$ cat src/rtl/muldiv_pkg.sv
// Shared types and defaults for the iterative multiply/divide sequencer.
package muldiv_pkg;

   localparam int MD_XLEN  = 32;
   localparam int MD_CNT_W = 6;

   typedef enum logic [1:0] {IDLE, PREP, RUN, FIX} md_state_t;
   typedef enum logic [1:0] {MULTU, MULT, DIVU, DIV} md_op_t;

   function automatic logic op_is_div(input md_op_t o);
      return (o == DIVU) || (o == DIV);
   endfunction

   function automatic logic op_is_signed(input md_op_t o);
      return (o == MULT) || (o == DIV);
   endfunction

endpackage

$ cat src/rtl/muldiv_step.sv
// One iteration of the sequencer datapath.
//   Multiply: {acc,shreg} holds partial product / remaining multiplier bits;
//             add the multiplicand when the multiplier LSB is set, then shift right.
//   Divide:   {acc,shreg} holds partial remainder / remaining dividend bits;
//             shift left one bit, trial-subtract the divisor, keep on success and
//             shift a quotient bit of 1 (else 0) into the bottom of shreg.
module muldiv_step #(
   parameter int XLEN = 32
) (
   input  logic [XLEN-1:0] acc_i,
   input  logic [XLEN-1:0] shreg_i,
   input  logic [XLEN-1:0] opnd_i,
   input  logic            is_div_i,
   output logic [XLEN-1:0] acc_o,
   output logic [XLEN-1:0] shreg_o
);

   logic [XLEN:0]   sum;
   logic [XLEN:0]   trial;
   logic [XLEN-1:0] diff;
   logic            fits;

   // Compute both iteration flavours and select on is_div_i.
   always_comb begin
      sum   = {1'b0, acc_i} + (shreg_i[0] ? {1'b0, opnd_i} : '0);
      trial = {acc_i, shreg_i[XLEN-1]};
      fits  = (trial >= {1'b0, opnd_i});
      diff  = trial[XLEN-1:0] - opnd_i;
      if (is_div_i) begin
         acc_o   = fits ? diff : trial[XLEN-1:0];
         shreg_o = {shreg_i[XLEN-2:0], fits};
      end else begin
         acc_o   = sum[XLEN:1];
         shreg_o = {sum[0], shreg_i[XLEN-1:1]};
      end
   end

endmodule

$ cat src/rtl/muldiv_sequencer.sv
// Iterative MULT/MULTU/DIV/DIVU unit beside the EX-stage ALU. Owns HI/LO.
// Sequence: IDLE -> PREP (sign handling) -> RUN (XLEN iterations) -> FIX (sign
// correction and HI/LO write) -> IDLE. done pulses for the cycle after the write.
//
// Handshake: start is a request that EX keeps asserted for as long as stall is
// high; it is accepted at the first rising edge where the unit is IDLE and flush
// is low. stall = busy & (start | rd_hilo), so an MFHI/MFLO or a new mul/div is
// held until the done cycle, in which it sees the fresh HI/LO unstalled.
module muldiv_sequencer
   import muldiv_pkg::*;
#(
   parameter int XLEN  = MD_XLEN,
   parameter int CNT_W = MD_CNT_W
) (
   input  logic            clk,
   input  logic            rst,
   input  logic            start,
   input  logic [1:0]      op,
   input  logic [XLEN-1:0] op_a,
   input  logic [XLEN-1:0] op_b,
   input  logic            flush,
   input  logic            rd_hilo,
   output logic            busy,
   output logic            stall,
   output logic            done,
   output logic            div_by_zero,
   output logic [XLEN-1:0] hi,
   output logic [XLEN-1:0] lo,
   output md_state_t       dbg_state
);

   localparam logic [CNT_W-1:0] LAST_ITER = CNT_W'(XLEN - 1);

   md_state_t         state_q, state_d;
   md_op_t            op_q, op_d;
   logic [CNT_W-1:0]  cnt_q, cnt_d;
   logic [XLEN-1:0]   a_q, a_d;
   logic [XLEN-1:0]   b_q, b_d;
   logic [XLEN-1:0]   acc_q, acc_d;
   logic [XLEN-1:0]   shreg_q, shreg_d;
   logic [XLEN-1:0]   opnd_q, opnd_d;
   logic              qsign_q, qsign_d;
   logic              rsign_q, rsign_d;
   logic [XLEN-1:0]   hi_q, hi_d;
   logic [XLEN-1:0]   lo_q, lo_d;
   logic              done_q, done_d;
   logic              dbz_q, dbz_d;

   logic              is_div;
   logic              is_signed;
   logic [XLEN-1:0]   mag_a;
   logic [XLEN-1:0]   mag_b;
   logic [XLEN-1:0]   step_acc;
   logic [XLEN-1:0]   step_shreg;
   logic [2*XLEN-1:0] prod_res;
   logic [XLEN-1:0]   quot_res;
   logic [XLEN-1:0]   rem_res;
   logic              div_zero;

   muldiv_step #(.XLEN(XLEN)) u_step (
      .acc_i    (acc_q),
      .shreg_i  (shreg_q),
      .opnd_i   (opnd_q),
      .is_div_i (is_div),
      .acc_o    (step_acc),
      .shreg_o  (step_shreg)
   );

   // Operand magnitudes and final sign-corrected results from the captured state.
   always_comb begin
      is_div    = op_is_div(op_q);
      is_signed = op_is_signed(op_q);
      mag_a     = (is_signed && a_q[XLEN-1]) ? -a_q : a_q;
      mag_b     = (is_signed && b_q[XLEN-1]) ? -b_q : b_q;
      prod_res  = qsign_q ? -{acc_q, shreg_q} : {acc_q, shreg_q};
      quot_res  = qsign_q ? -shreg_q : shreg_q;
      rem_res   = rsign_q ? -acc_q : acc_q;
      div_zero  = (b_q == '0);
   end

   // Next-state and datapath update; flush aborts any in-flight phase without a write.
   always_comb begin
      state_d = state_q;
      op_d    = op_q;
      cnt_d   = cnt_q;
      a_d     = a_q;
      b_d     = b_q;
      acc_d   = acc_q;
      shreg_d = shreg_q;
      opnd_d  = opnd_q;
      qsign_d = qsign_q;
      rsign_d = rsign_q;
      hi_d    = hi_q;
      lo_d    = lo_q;
      done_d  = 1'b0;
      dbz_d   = 1'b0;
      case (state_q)
         IDLE: begin
            if (start && !flush) begin
               state_d = PREP;
               op_d    = md_op_t'(op);
               a_d     = op_a;
               b_d     = op_b;
            end
         end
         PREP: begin
            if (flush) begin
               state_d = IDLE;
            end else begin
               state_d = RUN;
               cnt_d   = '0;
               acc_d   = '0;
               shreg_d = is_div ? mag_a : mag_b;
               opnd_d  = is_div ? mag_b : mag_a;
               qsign_d = is_signed && (a_q[XLEN-1] ^ b_q[XLEN-1]);
               rsign_d = is_signed && a_q[XLEN-1];
            end
         end
         RUN: begin
            if (flush) begin
               state_d = IDLE;
            end else begin
               acc_d   = step_acc;
               shreg_d = step_shreg;
               cnt_d   = cnt_q + CNT_W'(1);
               if (cnt_q == LAST_ITER) begin
                  state_d = FIX;
               end
            end
         end
         FIX: begin
            state_d = IDLE;
            if (!flush) begin
               done_d = 1'b1;
               if (is_div) begin
                  dbz_d = div_zero;
                  hi_d  = div_zero ? a_q : rem_res;
                  lo_d  = div_zero ? '1 : quot_res;
               end else begin
                  hi_d  = prod_res[2*XLEN-1:XLEN];
                  lo_d  = prod_res[XLEN-1:0];
               end
            end
         end
         default: state_d = IDLE;
      endcase
   end

   // State and datapath registers; reset clears everything including HI/LO.
   always_ff @(posedge clk) begin
      if (rst) begin
         state_q <= IDLE;
         op_q    <= MULTU;
         cnt_q   <= '0;
         a_q     <= '0;
         b_q     <= '0;
         acc_q   <= '0;
         shreg_q <= '0;
         opnd_q  <= '0;
         qsign_q <= 1'b0;
         rsign_q <= 1'b0;
         hi_q    <= '0;
         lo_q    <= '0;
         done_q  <= 1'b0;
         dbz_q   <= 1'b0;
      end else begin
         state_q <= state_d;
         op_q    <= op_d;
         cnt_q   <= cnt_d;
         a_q     <= a_d;
         b_q     <= b_d;
         acc_q   <= acc_d;
         shreg_q <= shreg_d;
         opnd_q  <= opnd_d;
         qsign_q <= qsign_d;
         rsign_q <= rsign_d;
         hi_q    <= hi_d;
         lo_q    <= lo_d;
         done_q  <= done_d;
         dbz_q   <= dbz_d;
      end
   end

   // Status outputs.
   always_comb begin
      busy        = (state_q != IDLE);
      stall       = busy && (rd_hilo || start);
      done        = done_q;
      div_by_zero = dbz_q;
      hi          = hi_q;
      lo          = lo_q;
      dbg_state   = state_q;
   end

endmodule

$ cat config.mk
export PLATFORM = sky130hd
export DESIGN_NAME = muldiv_sequencer
export DESIGN_NICKNAME = d
export VERILOG_FILES = /design/src/rtl/muldiv_pkg.sv /design/src/rtl/muldiv_step.sv /design/src/rtl/muldiv_sequencer.sv
export SDC_FILE = /design/constraint.sdc
export NUM_CORES = 1
export LEC_CHECK = 0
export CAP_MARGIN = 20
export CORE_MARGIN = 2
export CORE_UTILIZATION = 45
export CTS_BUF_LIST = sky130_fd_sc_hd__clkbuf_4 sky130_fd_sc_hd__clkbuf_8
export DETAILED_ROUTE_END_ITERATION = 6
export HOLD_SLACK_MARGIN = 0.03
export PLACE_DENSITY = 0.67
export SYNTH_ARGS = -nofsm -noshare
export SYNTH_HDL_FRONTEND = slang
export SYNTH_HIERARCHICAL = 1
export SYNTH_SLANG_ARGS = --single-unit
$ cat constraint.sdc
create_clock -name clk -period 4 [get_ports clk]
set_clock_uncertainty 0.15 [all_clocks]
set_input_delay 0.8 -clock clk [delete_from_list [all_inputs] [get_ports clk]]
set_output_delay 0.8 -clock clk [all_outputs]
set_load 0.02 [all_outputs]
Yosys cells after proc, flatten, opt, wreduce, memory -nomap -nowiden
Cells that the tools add are included.

word-level totals
  logic and storage cells = 88
  flip-flop bits (word level) = 238
  input bits = 71
  output and inout port bits = 70

operators by class
  multiplexer cells = 30
  equality and inequality tests = 11
  bitwise gates (word level) = 4
  reductions and logical operators = 20
  order comparisons = 1
  $add $sub $neg = 8

operators with widths
  cell                   count
  $mux W32               18
  $neg A32 Y32           4
  $pmux W32 S2           2
  $mux W64               1
  $neg A64 Y64           1
  $add A32 B33 Y33       1
  $ge A33 B32 Y1         1
  $logic_not A32 Y1      1
  $sub A32 B32 Y32       1
  $mux W6                2
  $pmux W6 S2            1
  $eq A2 B2 Y1 const B   4
  $mux W2                4
  $pmux W2 S4            1
  $reduce_and A2 Y1      4
  $add A6 B1 Y6 const B  1
  $eq A6 B5 Y1 const B   1
  $ne A2 B2 Y1 const B   3
  $logic_and A1 B1 Y1    5
  $eq A2 B1 Y1 const B   2
  $reduce_bool A2 Y1     2
  $reduce_or A4 Y1       1
  $logic_or A1 B1 Y1     3
  $ne A3 B3 Y1 const B   1
  7 further kinds        9

Longest topological paths before layout
  depth in word-level cells = 7
  gate-level depth with buffers = 15
  gate-level depth less buffers = 15

Hierarchy
The synthesis kept the hierarchy.

modules (own cells, without submodules)
  module            times used  area an instance (µm²)  sequential area each (µm²)  cells an instance
  muldiv_sequencer  1           13,227.7                4,764.6                     1,696
  muldiv_step       1           4,698.3                 0.0                         671

Worst setup path after synthesis
No wires, ideal clock.

  path type = register to register
  from = register shreg_q[0]
  to = register acc_q[27]
  clock period less this slack = 3.645 ns
  arrival = 3.368 ns
  path slack = 0.355 ns
  cell stages (with the launch flop) = 16
  buffers on the path = 1
  library setup time = 0.128 ns
  required time = 3.722 ns
  cell sequence = dfxtp_1 -> clkbuf_1 -> and2_1 -> ha_1 -> fa_1 -> a21o_1 -> a211oi_2 -> and4bb_1 -> o211ai_2 -> a211oi_2 -> o211ai_2 -> or4b_1 -> and4_1 -> a221o_1 -> a22oi_1 -> nor2_1

on the way
  word-level cells in the longest chain between the ends = 5

RTL lines
  element                 RTL line                 text
  start, declared         muldiv_sequencer.sv:40   logic [XLEN-1:0] shreg_q, shreg_d;
  start signal, assigned  muldiv_sequencer.sv:173  shreg_q <= shreg_d;
  $mux W32                muldiv_step.sv:25        sum = {1'b0, acc_i} + (shreg_i[0] ? {1'b0, opnd_i} : '0);
  $add A32 B33 Y33        muldiv_step.sv:25
  $mux W32                muldiv_step.sv:29        if (is_div_i) begin
  named net step_acc[27]  muldiv_sequencer.sv:53   logic [XLEN-1:0] step_acc;
  $mux W32                muldiv_sequencer.sv:120  if (flush) begin
  $pmux W32 S2            muldiv_sequencer.sv:97   case (state_q)
  end signal, assigned    muldiv_sequencer.sv:157  acc_q <= '0;
  end signal, assigned    muldiv_sequencer.sv:172  acc_q <= acc_d;
  end, declared           muldiv_sequencer.sv:39   logic [XLEN-1:0] acc_q, acc_d;

The timed path passes the listed nets, and every way through them passes these cells. The select of a mux whose other input is x is not followed.
A chain may end at the register's enable or synchronous reset.

Final worst setup path
Same ends and word-level chain as after synthesis.

==> flow_results.xml <==
<?xml version="1.0" encoding="UTF-8"?>
<metrics>
  <group name="critical_path">
    <metric name="source_of_the_critical_timing_path" unit="">shreg_q[0]$_SDFFE_PP0P_</metric>
    <metric name="category_of_cells_accounting_for_the_largest_share_of_critical_path_delay" unit="">compound AO/OA/AOI/OAI gates</metric>
    <metric name="end_kind" unit="">flip-flop</metric>
    <metric name="critical_path.reg2reg.endpoint" unit="">acc_q[27]$_SDFFE_PP0P_</metric>
    <metric name="worst_path_max_delay_cell" unit="">sky130_fd_sc_hd__or4b_1</metric>
    <metric name="worstRegToRegCells" unit="">14</metric>
    <metric name="rrSetupSlack" unit="ns">0.18</metric>
    <metric name="end_point_of_the_critical_path" unit="">acc_q[27]$_SDFFE_PP0P_</metric>
    <metric name="path_depth" unit="">14</metric>
    <metric name="worstPathArrival" unit="ns">4.15</metric>
    <metric name="critPathRequiredTime" unit="ns">4.33</metric>
    <metric name="path_buf_inv" unit="">0</metric>
    <metric name="crit_path_cell_trace" unit="">and2_1, ha_1, fa_1, a21o_1, a211oi_2, and4bb_1, o211ai_2, a211oi_2, o211ai_2, or4b_1, and4_1, a221o_1, a22oi_1, nor2_1</metric>
    <metric name="critPathKind" unit="">flip-flop to flip-flop</metric>
    <metric name="path_max_fanout" unit="">6</metric>
    <metric name="launching_element_type_of_the_critical_path" unit="">flip-flop</metric>
    <metric name="cp_slowest_stage_delay" unit="ns">0.43</metric>
    <metric name="critical_path.reg2reg.startpoint" unit="">shreg_q[0]$_SDFFE_PP0P_</metric>
  </group>
  <group name="route">
    <metric name="wirelength" unit="um">73400</metric>
    <metric name="first_pass_iters" unit="">6</metric>
    <metric name="dr_total_vias" unit="">19200</metric>
    <metric name="post_drt_antenna_nets" unit="">0</metric>
    <metric name="wl_per_cell" unit="um">24.1</metric>
    <metric name="detailedRoute.firstIterationViolations" unit="">1917</metric>
    <metric name="drt_drc_violations_left" unit="">0</metric>
    <metric name="detail_route.vias_per_cell" unit="">6.33</metric>
  </group>
  <group name="power_and_ir_drop">
    <metric name="pwr-share-seq" unit="%">39.1</metric>
    <metric name="vdd.ir_drop.worst" unit="mV">0.219</metric>
    <metric name="comb_power_share" unit="%">17.9</metric>
    <metric name="internal-power" unit="W">0.00449</metric>
    <metric name="power-per-cell-area" unit="mW/mm^2">304</metric>
    <metric name="leakagePower" unit="nW">8.68</metric>
    <metric name="sw_frac_of_total" unit="%">30.4</metric>
    <metric name="power_switching" unit="W">0.00197</metric>
    <metric name="clock_network_fraction_of_design_power" unit="%">43.0</metric>
  </group>
  <group name="cts">
    <metric name="numClockSinks" unit="">238</metric>
    <metric name="post_cts_buffers" unit="">0</metric>
    <metric name="tritoncts" unit="">done</metric>
    <metric name="cts_resized" unit="">0</metric>
    <metric name="cts_hold_buf" unit="">0</metric>
    <metric name="clk_latency" unit="ns">0.64</metric>
    <metric name="tritoncts.num_buffers" unit="">44</metric>
    <metric name="cts.clk_slew.worst_paths" unit="ns">0.07</metric>
    <metric name="clock_tree.root_cell" unit="">sky130_fd_sc_hd__clkbuf_8</metric>
    <metric name="clock_tree.htree_level_count" unit="">2</metric>
    <metric name="ctsLongestPathBuffers" unit="">3</metric>
  </group>
  <group name="floorplan">
    <metric name="floorplan.rows" unit="">73</metric>
    <metric name="area_of_the_die" unit="mm^2">0.0414</metric>
    <metric name="dieWidth" unit="um">204</metric>
    <metric name="design.core.area" unit="mm^2">0.0395</metric>
    <metric name="initial_standard_cell_utilization_of_the_core" unit="%">45.3</metric>
    <metric name="floorplan.io_pins" unit="">141</metric>
    <metric name="die_height" unit="um">204</metric>
  </group>
  <group name="placement">
    <metric name="place_congestion" unit="">1.03</metric>
    <metric name="numPlacedInstances" unit="">2961</metric>
    <metric name="dpl.hpwl" unit="um">56200</metric>
    <metric name="io_buffer_count" unit="">140</metric>
  </group>
  <group name="synth">
    <metric name="yosysUniqueCellTypes" unit="">84</metric>
    <metric name="asyncSetResetFlopFracSynth" unit="%">0</metric>
    <metric name="synth_area_per_cell" unit="um^2">7.57</metric>
    <metric name="ys_warn_count" unit="">6</metric>
    <metric name="seq_area_frac_synth" unit="%">26.6</metric>
    <metric name="synth_nets" unit="">2509</metric>
    <metric name="ys_ff_latch" unit="">238</metric>
    <metric name="edff_count_synth" unit="">0</metric>
    <metric name="synth.cell_area" unit="mm^2">0.0179</metric>
    <metric name="yosys_most_used_dff" unit="">sky130_fd_sc_hd__dfxtp_1</metric>
    <metric name="synthesis.instances" unit="">2367</metric>
  </group>
  <group name="timing">
    <metric name="setup_viol" unit="">0</metric>
    <metric name="final-max-slew-violation-count" unit="">0</metric>
    <metric name="timing.setup.tns" unit="ns">0</metric>
    <metric name="fmax" unit="MHz">262</metric>
    <metric name="rsz_0062_raised_after_global_routing" unit="">false</metric>
    <metric name="worst-slew-pin-transition" unit="ns">0.891</metric>
    <metric name="hold_violations" unit="">0</metric>
    <metric name="timing.slew.headroom" unit="%">40.1</metric>
    <metric name="timing.final.crit_share" unit="%">95.5</metric>
    <metric name="fin_crit" unit="ns">3.82</metric>
  </group>
  <group name="min_path">
    <metric name="hold_path_class" unit="">flip-flop to flip-flop</metric>
    <metric name="min_from" unit="">hi[10]$_SDFFE_PP0P_</metric>
  </group>
  <group name="grt">
    <metric name="antenna_found_initial" unit="">2</metric>
    <metric name="grt_max_degree" unit="">130</metric>
    <metric name="global_route.usage.met3" unit="%">6.81</metric>
    <metric name="grt_overflow_total" unit="">0</metric>
    <metric name="met2_usage" unit="%">50.6</metric>
    <metric name="grt_first_pass_wirelength" unit="um">109000</metric>
    <metric name="use_met1" unit="%">49.0</metric>
    <metric name="grt_pass1_vias" unit="">17400</metric>
    <metric name="grt_util_all_layers" unit="%">34.4</metric>
    <metric name="most_used_layer_global_route" unit="">met2</metric>
  </group>
  <group name="final_layout">
    <metric name="antenna_cells_inserted" unit="">0</metric>
    <metric name="post_route_cells_drive_above_1_share" unit="%">10.8</metric>
    <metric name="final-instance-count-excl-fill" unit="">3039</metric>
    <metric name="area_delta_synth_final" unit="%">18.4</metric>
    <metric name="fillCellCount" unit="">3824</metric>
    <metric name="final_net_count" unit="">2624</metric>
  </group>
  <group name="run_status">
    <metric name="status" unit="">complete, no violations</metric>
  </group>
  <group name="run">
    <metric name="max_cap_viol_count" unit="">0</metric>
  </group>
</metrics>
==> state kept, by name, summed over array words and instances (netlist names) <==
register     count
rsign_q          1
done             1
dbg_state        2
qsign_q          1
acc_q           32
opnd_q          32
cnt_q            6
hi              32
shreg_q         32
div_by_zero      1
a_q             32
op_q             2
lo              32
b_q             32
==> power groups by stage <==
stage                     clock [W]  sequential (W)  combinational [W]
final                       0.00277         0.00253            0.00116
after global routing        0.00292         0.00253            0.00122
after CTS                   0.00281         0.00252            0.00112
after global placement            0         0.00257            0.00111
after detailed placement          0         0.00257            0.00112
after floorplan                   0         0.00253           0.000705
==> routing by layer <==
metal  wire length (um)  vias to the layer above
li1                   -                     8896
met4               2910                        0
met2              30800                      937
met3               7100                      152
met1              32600                     9255
met5                  0                        -
==> Yosys cell counts (all sizes together) (42+ instances only) <==
library cell / number / area [um^2]
a21oi: 191 / 956
clkbuf: 158 / 593
dfxtp: 238 / 4760
ha: 69 / 863
a31oi: 42 / 263
xor2: 80 / 701
inv: 73 / 274
xnor2: 100 / 876
nor3: 45 / 225
o21ai: 100 / 508
mux2i: 47 / 470
nor2: 204 / 766
and2: 42 / 264
nand2: 283 / 1060
==> cells in the final DEF, fill, tap and decap left out, types with 37 or more instances in the layout <==
| cell | n |
|---|---|
| sky130_fd_sc_hd__dfxtp_1 | 236 |
| sky130_fd_sc_hd__nand2_1 | 283 |
| sky130_fd_sc_hd__clkbuf_8 | 53 |
| sky130_fd_sc_hd__mux2i_1 | 47 |
| sky130_fd_sc_hd__clkdlybuf4s50_1 | 139 |
| sky130_fd_sc_hd__nor2_1 | 202 |
| sky130_fd_sc_hd__and2_1 | 41 |
| sky130_fd_sc_hd__inv_1 | 73 |
| sky130_fd_sc_hd__xnor2_1 | 100 |
| sky130_fd_sc_hd__a31oi_1 | 42 |
| sky130_fd_sc_hd__nand3_1 | 40 |
| sky130_fd_sc_hd__o31ai_1 | 40 |
| sky130_fd_sc_hd__a22oi_1 | 37 |
| sky130_fd_sc_hd__a21oi_1 | 190 |
| sky130_fd_sc_hd__o21ai_0 | 96 |
| sky130_fd_sc_hd__nor3_1 | 44 |
| sky130_fd_sc_hd__buf_4 | 106 |
| sky130_fd_sc_hd__a21o_1 | 37 |
| sky130_fd_sc_hd__ha_1 | 69 |
| sky130_fd_sc_hd__xor2_1 | 80 |
==> worst reg2reg max path: stages, from the launching register on <==
cell and delay [ns]:
sky130_fd_sc_hd__dfxtp_1 0.35, sky130_fd_sc_hd__and2_1 0.16, sky130_fd_sc_hd__ha_1 0.20, sky130_fd_sc_hd__fa_1 0.41
sky130_fd_sc_hd__a21o_1 0.20, sky130_fd_sc_hd__a211oi_2 0.26, sky130_fd_sc_hd__and4bb_1 0.26, sky130_fd_sc_hd__o211ai_2 0.24
sky130_fd_sc_hd__a211oi_2 0.16, sky130_fd_sc_hd__o211ai_2 0.16, sky130_fd_sc_hd__or4b_1 0.43, sky130_fd_sc_hd__and4_1 0.23
sky130_fd_sc_hd__a221o_1 0.27, sky130_fd_sc_hd__a22oi_1 0.15, sky130_fd_sc_hd__nor2_1 0.07
==> logic make-up after synthesis <==
group / share of synthesized area [%]
compound gates: 27.2
buf+inv: 5.44
simple gates: 22.2
mux: 4.76
flops: 26.6
fa+ha+maj: 5.04
xor+xnor: 8.79
==> worst min-delay path by stage <==
stage | endpoint | slack (ns) | cells past startpoint
6_report | hi[10]$_SDFFE_PP0P_ | 0.31 | 2
2_1_floorplan | opnd_q[13]$_SDFFE_PP0P_ | 0.29 | 2
3_5_place_dp | hi[10]$_SDFFE_PP0P_ | 0.31 | 2
4_1_cts | hi[10]$_SDFFE_PP0P_ | 0.31 | 2
3_3_place_gp | hi[10]$_SDFFE_PP0P_ | 0.30 | 2
5_1_grt | hi[10]$_SDFFE_PP0P_ | 0.34 | 2
==> through the flow <==
stage                     hold slack (ns)  area [um^2]  utilization (%)  total power (W)  setup WS (ns)
after detailed placement            0.305        20200             51.1          0.00369          0.226
after global routing                0.342        21200             53.6          0.00667         0.0438
after CTS                           0.313        21200             53.6          0.00645          0.208
final                               0.310        21200             53.6          0.00646          0.181
after global placement              0.296        20200             51.1          0.00368          0.192
after floorplan                     0.289        17900                -          0.00323          0.355
==> cell type report <==
type                       instances  area, um^2  area share, %
clock buffer                      67         835           3.93
clock inverter                    11         186          0.879
inverter                          73         274           1.29
multi-input combinational       1875       12200           57.6
sequential                       238        4770           22.5
tap                              525         657           3.10
timing repair buffer             250        2280           10.7
Power figures use the tool's default switching activity.
==> RTL edit 1: new RTL, same settings <==
The package constant `MD_CNT_W` goes from 6 to 12.
--- a/src/rtl/muldiv_pkg.sv
+++ b/src/rtl/muldiv_pkg.sv
@@ -4,3 +4,3 @@
    localparam int MD_XLEN  = 32;
-   localparam int MD_CNT_W = 6;
+   localparam int MD_CNT_W = 12;
 
Check against the original RTL: same outputs for any inputs over 10 cycles, from zero or initial values and one cycle with rst high; that may be too few to reach the edited logic, so the function may still have changed.
==> RTL edit 1 against the original RTL <==
Sequential cell count rose by 6. Routed wire length fell by 2.1%. Combinational power fell by 4%. Global-route usage fell by 1.1 points. Non-clock buffer count rose by 23. Worst hold slack improved by 0.017 ns. Synthesized area rose by 1.4%. Critical path type unchanged. Total power fell by 2.7%. Cell area rose by 1.2%. Synthesized cell count rose by 1.9%. Setup slack got worse by 0.052 ns. Maximum frequency fell by 1.3%. Core utilization rose by 0.28 points. Highest routed layer is now met5. Die area rose by 1.4%.
==> RTL edit 1: results (changes against the original RTL) <==
stage	metric	value	unit	change
cells_and_area	num-fill-cells	3950		was 3824
detailed_routing	avgViaCountPerCell	6.35		was 6.33
global_routing	grt_max_degree	84		was 130
yosys	synthTopCellsByArea	dfxtp_1 27%, xnor2_1 6.3%, nand2_1 5.7%, a21oi_1 5.7%, ha_1 4.7%		was dfxtp_1 27%, nand2_1 5.9%, a21oi_1 5.3%, xnor2_1 4.9%, ha_1 4.8%
pwr	p_leak	8.82	nW	was 8.68 nW
placed_design	post-dp-hpwl	53.9	mm	was 56.2 mm
outcome	status	finished, final reports clean		unchanged
yosys	ys_seq_area_frac	0.269		was 0.266
detailed_routing	drt-pass1-iter-count	5		was 6
critical_path	crit_fanout	31		was 6
cells_and_area	final_design_area_no_fill	0.0215	sq mm	was 0.0212 sq mm
yosys	yosys-top-cells-count	277 x nand2_1, 244 x dfxtp_1, 210 x nor2_1, 206 x a21oi_1, 156 x clkbuf_1		was 283 x nand2_1, 238 x dfxtp_1, 204 x nor2_1, 191 x a21oi_1, 158 x clkbuf_1
yosys	synth_xor_area_frac	0.0911		was 0.0879
min_path	whs_endpoint	opnd_q[4]$_SDFFE_PP0P_		was hi[10]$_SDFFE_PP0P_
yosys	syn-num-nets	2553		was 2509
critical_path	crit_arrival	4.28	ns	was 4.15 ns
yosys	yosysUniqueCellTypes	90		was 84
global_routing	grt_pass1_vias	18200		was 17400
yosys	synth.mux.area_fraction	0.0430		was 0.0476
timing	period_needed	3.87	ns	was 3.82 ns
critical_path	r2r_slack	0.13	ns	was 0.18 ns
placed_design	finalWeightedCongestion	1.02		was 1.03
global_routing	grt_pass1_wl	108	mm	was 109 mm
cells_and_area	layout-drive-gt1-share	0.119		was 0.108
timing	slew_headroom	0.380		was 0.401
clock_network	cts_inserted_buffers	45		was 44
yosys	synth_compound_area_frac	0.260		was 0.272
critical_path	r2r_end	acc_q[30]$_SDFFE_PP0P_		was acc_q[27]$_SDFFE_PP0P_
pwr	ir_drop	384	uV	was 219 uV
## RTL edit 1: changes by cell type in the layout (fill, tap and decap cells not counted), moves of 11 or more
cell      change
nor3_1       +37
xnor2_1      +31
buf_4        +26
xor2_1       -22
a311oi_1     -20
a21oi_1      +16
o21ai_0      +15
a22oi_1      +11
o21bai_1     -11
or4_1        +11
## RTL edit 1: tightest hold or removal path, stage by stage, from the launching register on
cell and delay, ns:
dfxtp_1 0.32, nand2_1 0.06, a21oi_1 0.05
## RTL edit 1: area by class of cell
cell class / instances / area share
Multi-Input combinational cell: 1906 / 0.573
Sequential cell: 244 / 0.228
Timing Repair Buffer: 273 / 0.112
Clock buffer: 71 / 0.0414
Tap cell: 525 / 0.0306
Inverter: 72 / 0.0126
Clock inverter: 8 / 0.00204
Antenna cell: 2 / 0.000233
## RTL edit 1: per-stage QoR
stage / hold WS [ns] / power, mW / std cells
final: 0.327 / 6.28 / 3101
after global routing: 0.350 / 6.46 / 3099
after CTS: 0.320 / 6.28 / 3099
after detailed placement: 0.312 / 3.72 / 3020
after global placement: 0.305 / 3.70 / 3020
after floorplan: 0.284 / 3.28 / 2411
## RTL edit 1: layer usage
| layer | share of wire | wire [um] | vias up | track usage |
|---|---|---|---|---|
| li1 | - | - | 9051 | - |
| met1 | 0.42 | 30200 | 9348 | 0.445 |
| met3 | 0.094 | 6770 | 175 | 0.0635 |
| met2 | 0.44 | 31500 | 1118 | 0.514 |
| met4 | 0.046 | 3270 | 4 | 0.161 |
| met5 | 0.00047 | 34 | - | 0 |
## RTL edit 1: power by group
group | leakage (nW) | internal, mW | switching (mW)
combinational | 6.34 | 0.414 | 0.697
sequential | 1.98 | 2.48 | 0.112
clock | 0.506 | 1.41 | 1.17
total | 8.82 | 4.31 | 1.98
==> RTL edit 2: new RTL, same flow settings <==
Without the edit above. `shreg_q` no longer has a reset.
--- a/src/rtl/muldiv_sequencer.sv
+++ b/src/rtl/muldiv_sequencer.sv
@@ -157,3 +157,2 @@
          acc_q   <= '0;
-         shreg_q <= '0;
          opnd_q  <= '0;
@@ -172,3 +171,2 @@
          acc_q   <= acc_d;
-         shreg_q <= shreg_d;
          opnd_q  <= opnd_d;
@@ -181,2 +179,6 @@
       end
+   end
+
+   always_ff @(posedge clk) begin
+      shreg_q <= shreg_d;
    end
Check against the original RTL: same outputs for any inputs over 10 cycles, from zero or initial values and one cycle with rst high; that may be too few to reach the edited logic, so the function may still have changed.
==> RTL edit 2 against the original RTL <==
Routed wire length shrank 9.1%. Synthesized area is 1.7% lower. Count of clock-buffer cells in the layout down 1. Total power decreased by 9.9%. Critical path depth unchanged. Combinational power down 23%. Synthesized cell count shrank 2.5%. Via count decreased by 4.2%. Setup slack worse by 0.016 ns. Cell area fell by 2.5%. Maximum frequency fell by 0.42%. Sequential cell count unchanged. Critical path type unchanged. Largest cell class unchanged.
==> RTL edit 2: results (changes against the original RTL) <==
stage	metric	value	unit	change
clock_network	cts_inserted_buffers	42		was 44
placed_design	finalWeightedCongestion	0.979		was 1.03
detailed_routing	first_iter_violations	1884		was 1917
min_path	min_from	hi[24]$_SDFFE_PP0P_		was hi[10]$_SDFFE_PP0P_
outcome	status	finished, final reports clean		unchanged
yosys	ys_seq_area_frac	0.288		was 0.266
cells_and_area	final_nets	2560		was 2624
pwr	p_int	4.12	mW	was 4.49 mW
placed_design	placed_cells	2889		was 2961
detailed_routing	avgViaCountPerCell	6.21		was 6.33
yosys	syn_avg_cell_area	7.64	sq um	was 7.57 sq um
yosys	yosysUniqueCellTypes	91		was 84
critical_path	crit_arrival	4.17	ns	was 4.15 ns
yosys	synthTopCellsByArea	dfxtp_1 23%, a21oi_1 6.3%, nand2_1 6.3%, edfxtp_1 5.5%, xnor2_1 5.0%		was dfxtp_1 27%, nand2_1 5.9%, a21oi_1 5.3%, xnor2_1 4.9%, ha_1 4.8%
cells_and_area	layout-drive-gt1-share	0.107		was 0.108
global_routing	antenna_found_initial	3		was 2
placed_design	post-dp-hpwl	50.8	mm	was 56.2 mm
global_routing	grt_pass1_wl	103	mm	was 109 mm
global_routing	grt_pass1_vias	17200		was 17400
yosys	yosys-top-cells-count	294 x nand2_1, 222 x a21oi_1, 206 x dfxtp_1, 183 x nor2_1, 143 x clkbuf_1		was 283 x nand2_1, 238 x dfxtp_1, 204 x nor2_1, 191 x a21oi_1, 158 x clkbuf_1
yosys	synth_xor_area_frac	0.0924		was 0.0879
placed_design	dp_worst_setup_slack	0.123	ns	was 0.226 ns
timing	slew_headroom	0.397		was 0.401
detailed_routing	post_drt_wl_per_cell	22.5	um	was 24.1 um
detailed_routing	vias	18400		was 19200
placed_design	dpl_cell_area	0.0198	sq mm	was 0.0202 sq mm
critical_path	cp_slowest_cell	edfxtp_1		was or4b_1
[RTL edit 2: changes by cell type after synthesis, sizes merged, moves of 21 or more]
| cell | change |
|---|---|
| a21oi | +31 |
| a311oi | -23 |
| dfxtp | -32 |
| edfxtp | +32 |
| nor2 | -21 |
| o21ai | +48 |
[RTL edit 2: routing by layer]
metal / vias to the layer above / GRT usage / share of wire
li1: 8568 / - / -
met5: - / 0 / 0.00019
met3: 172 / 0.0682 / 0.094
met4: 2 / 0.118 / 0.039
met1: 8768 / 0.440 / 0.43
met2: 919 / 0.498 / 0.44
[RTL edit 2: layout make-up]
class / instances / area [sq um]
clock inverters: 5 / 36.3
well taps: 518 / 648
repair buffers: 236 / 2140
diodes: 3 / 7.51
multi-input cells: 1827 / 11700
flip-flops and latches: 238 / 5090
clock buffers: 66 / 815
fillers: 3726 / 18000
inverters: 73 / 274
[RTL edit 2: cells by family after synthesis]
family | count (synthesis)
XOR/XNOR | 186
AND/OR/NAND/NOR | 774
buffers and inverters | 242
multiplexers | 82
AO/OA/AOI/OAI | 714
adder cells (fa/ha/maj) | 71
flip-flops | 238
[RTL edit 2: power groups by stage]
stage / clock network [mW] / logic (mW) / registers (mW)
2_1_floorplan: 0 / 0.586 / 2.57
3_3_place_gp: 0 / 0.868 / 2.61
3_5_place_dp: 0 / 0.877 / 2.62
4_1_cts: 2.40 / 0.882 / 2.57
5_1_grt: 2.50 / 0.969 / 2.57
6_report: 2.34 / 0.899 / 2.57
[RTL edit 2: worst paths after layout]
path         slack [ns]                     end  depth (start not counted)
max                0.16  acc_q[24]$_SDFFE_PP0P_                         14
min                0.29     hi[24]$_SDFFE_PP0P_                          2
max reg2reg        0.16  acc_q[24]$_SDFFE_PP0P_                         14
min reg2reg        0.29     hi[24]$_SDFFE_PP0P_                          2
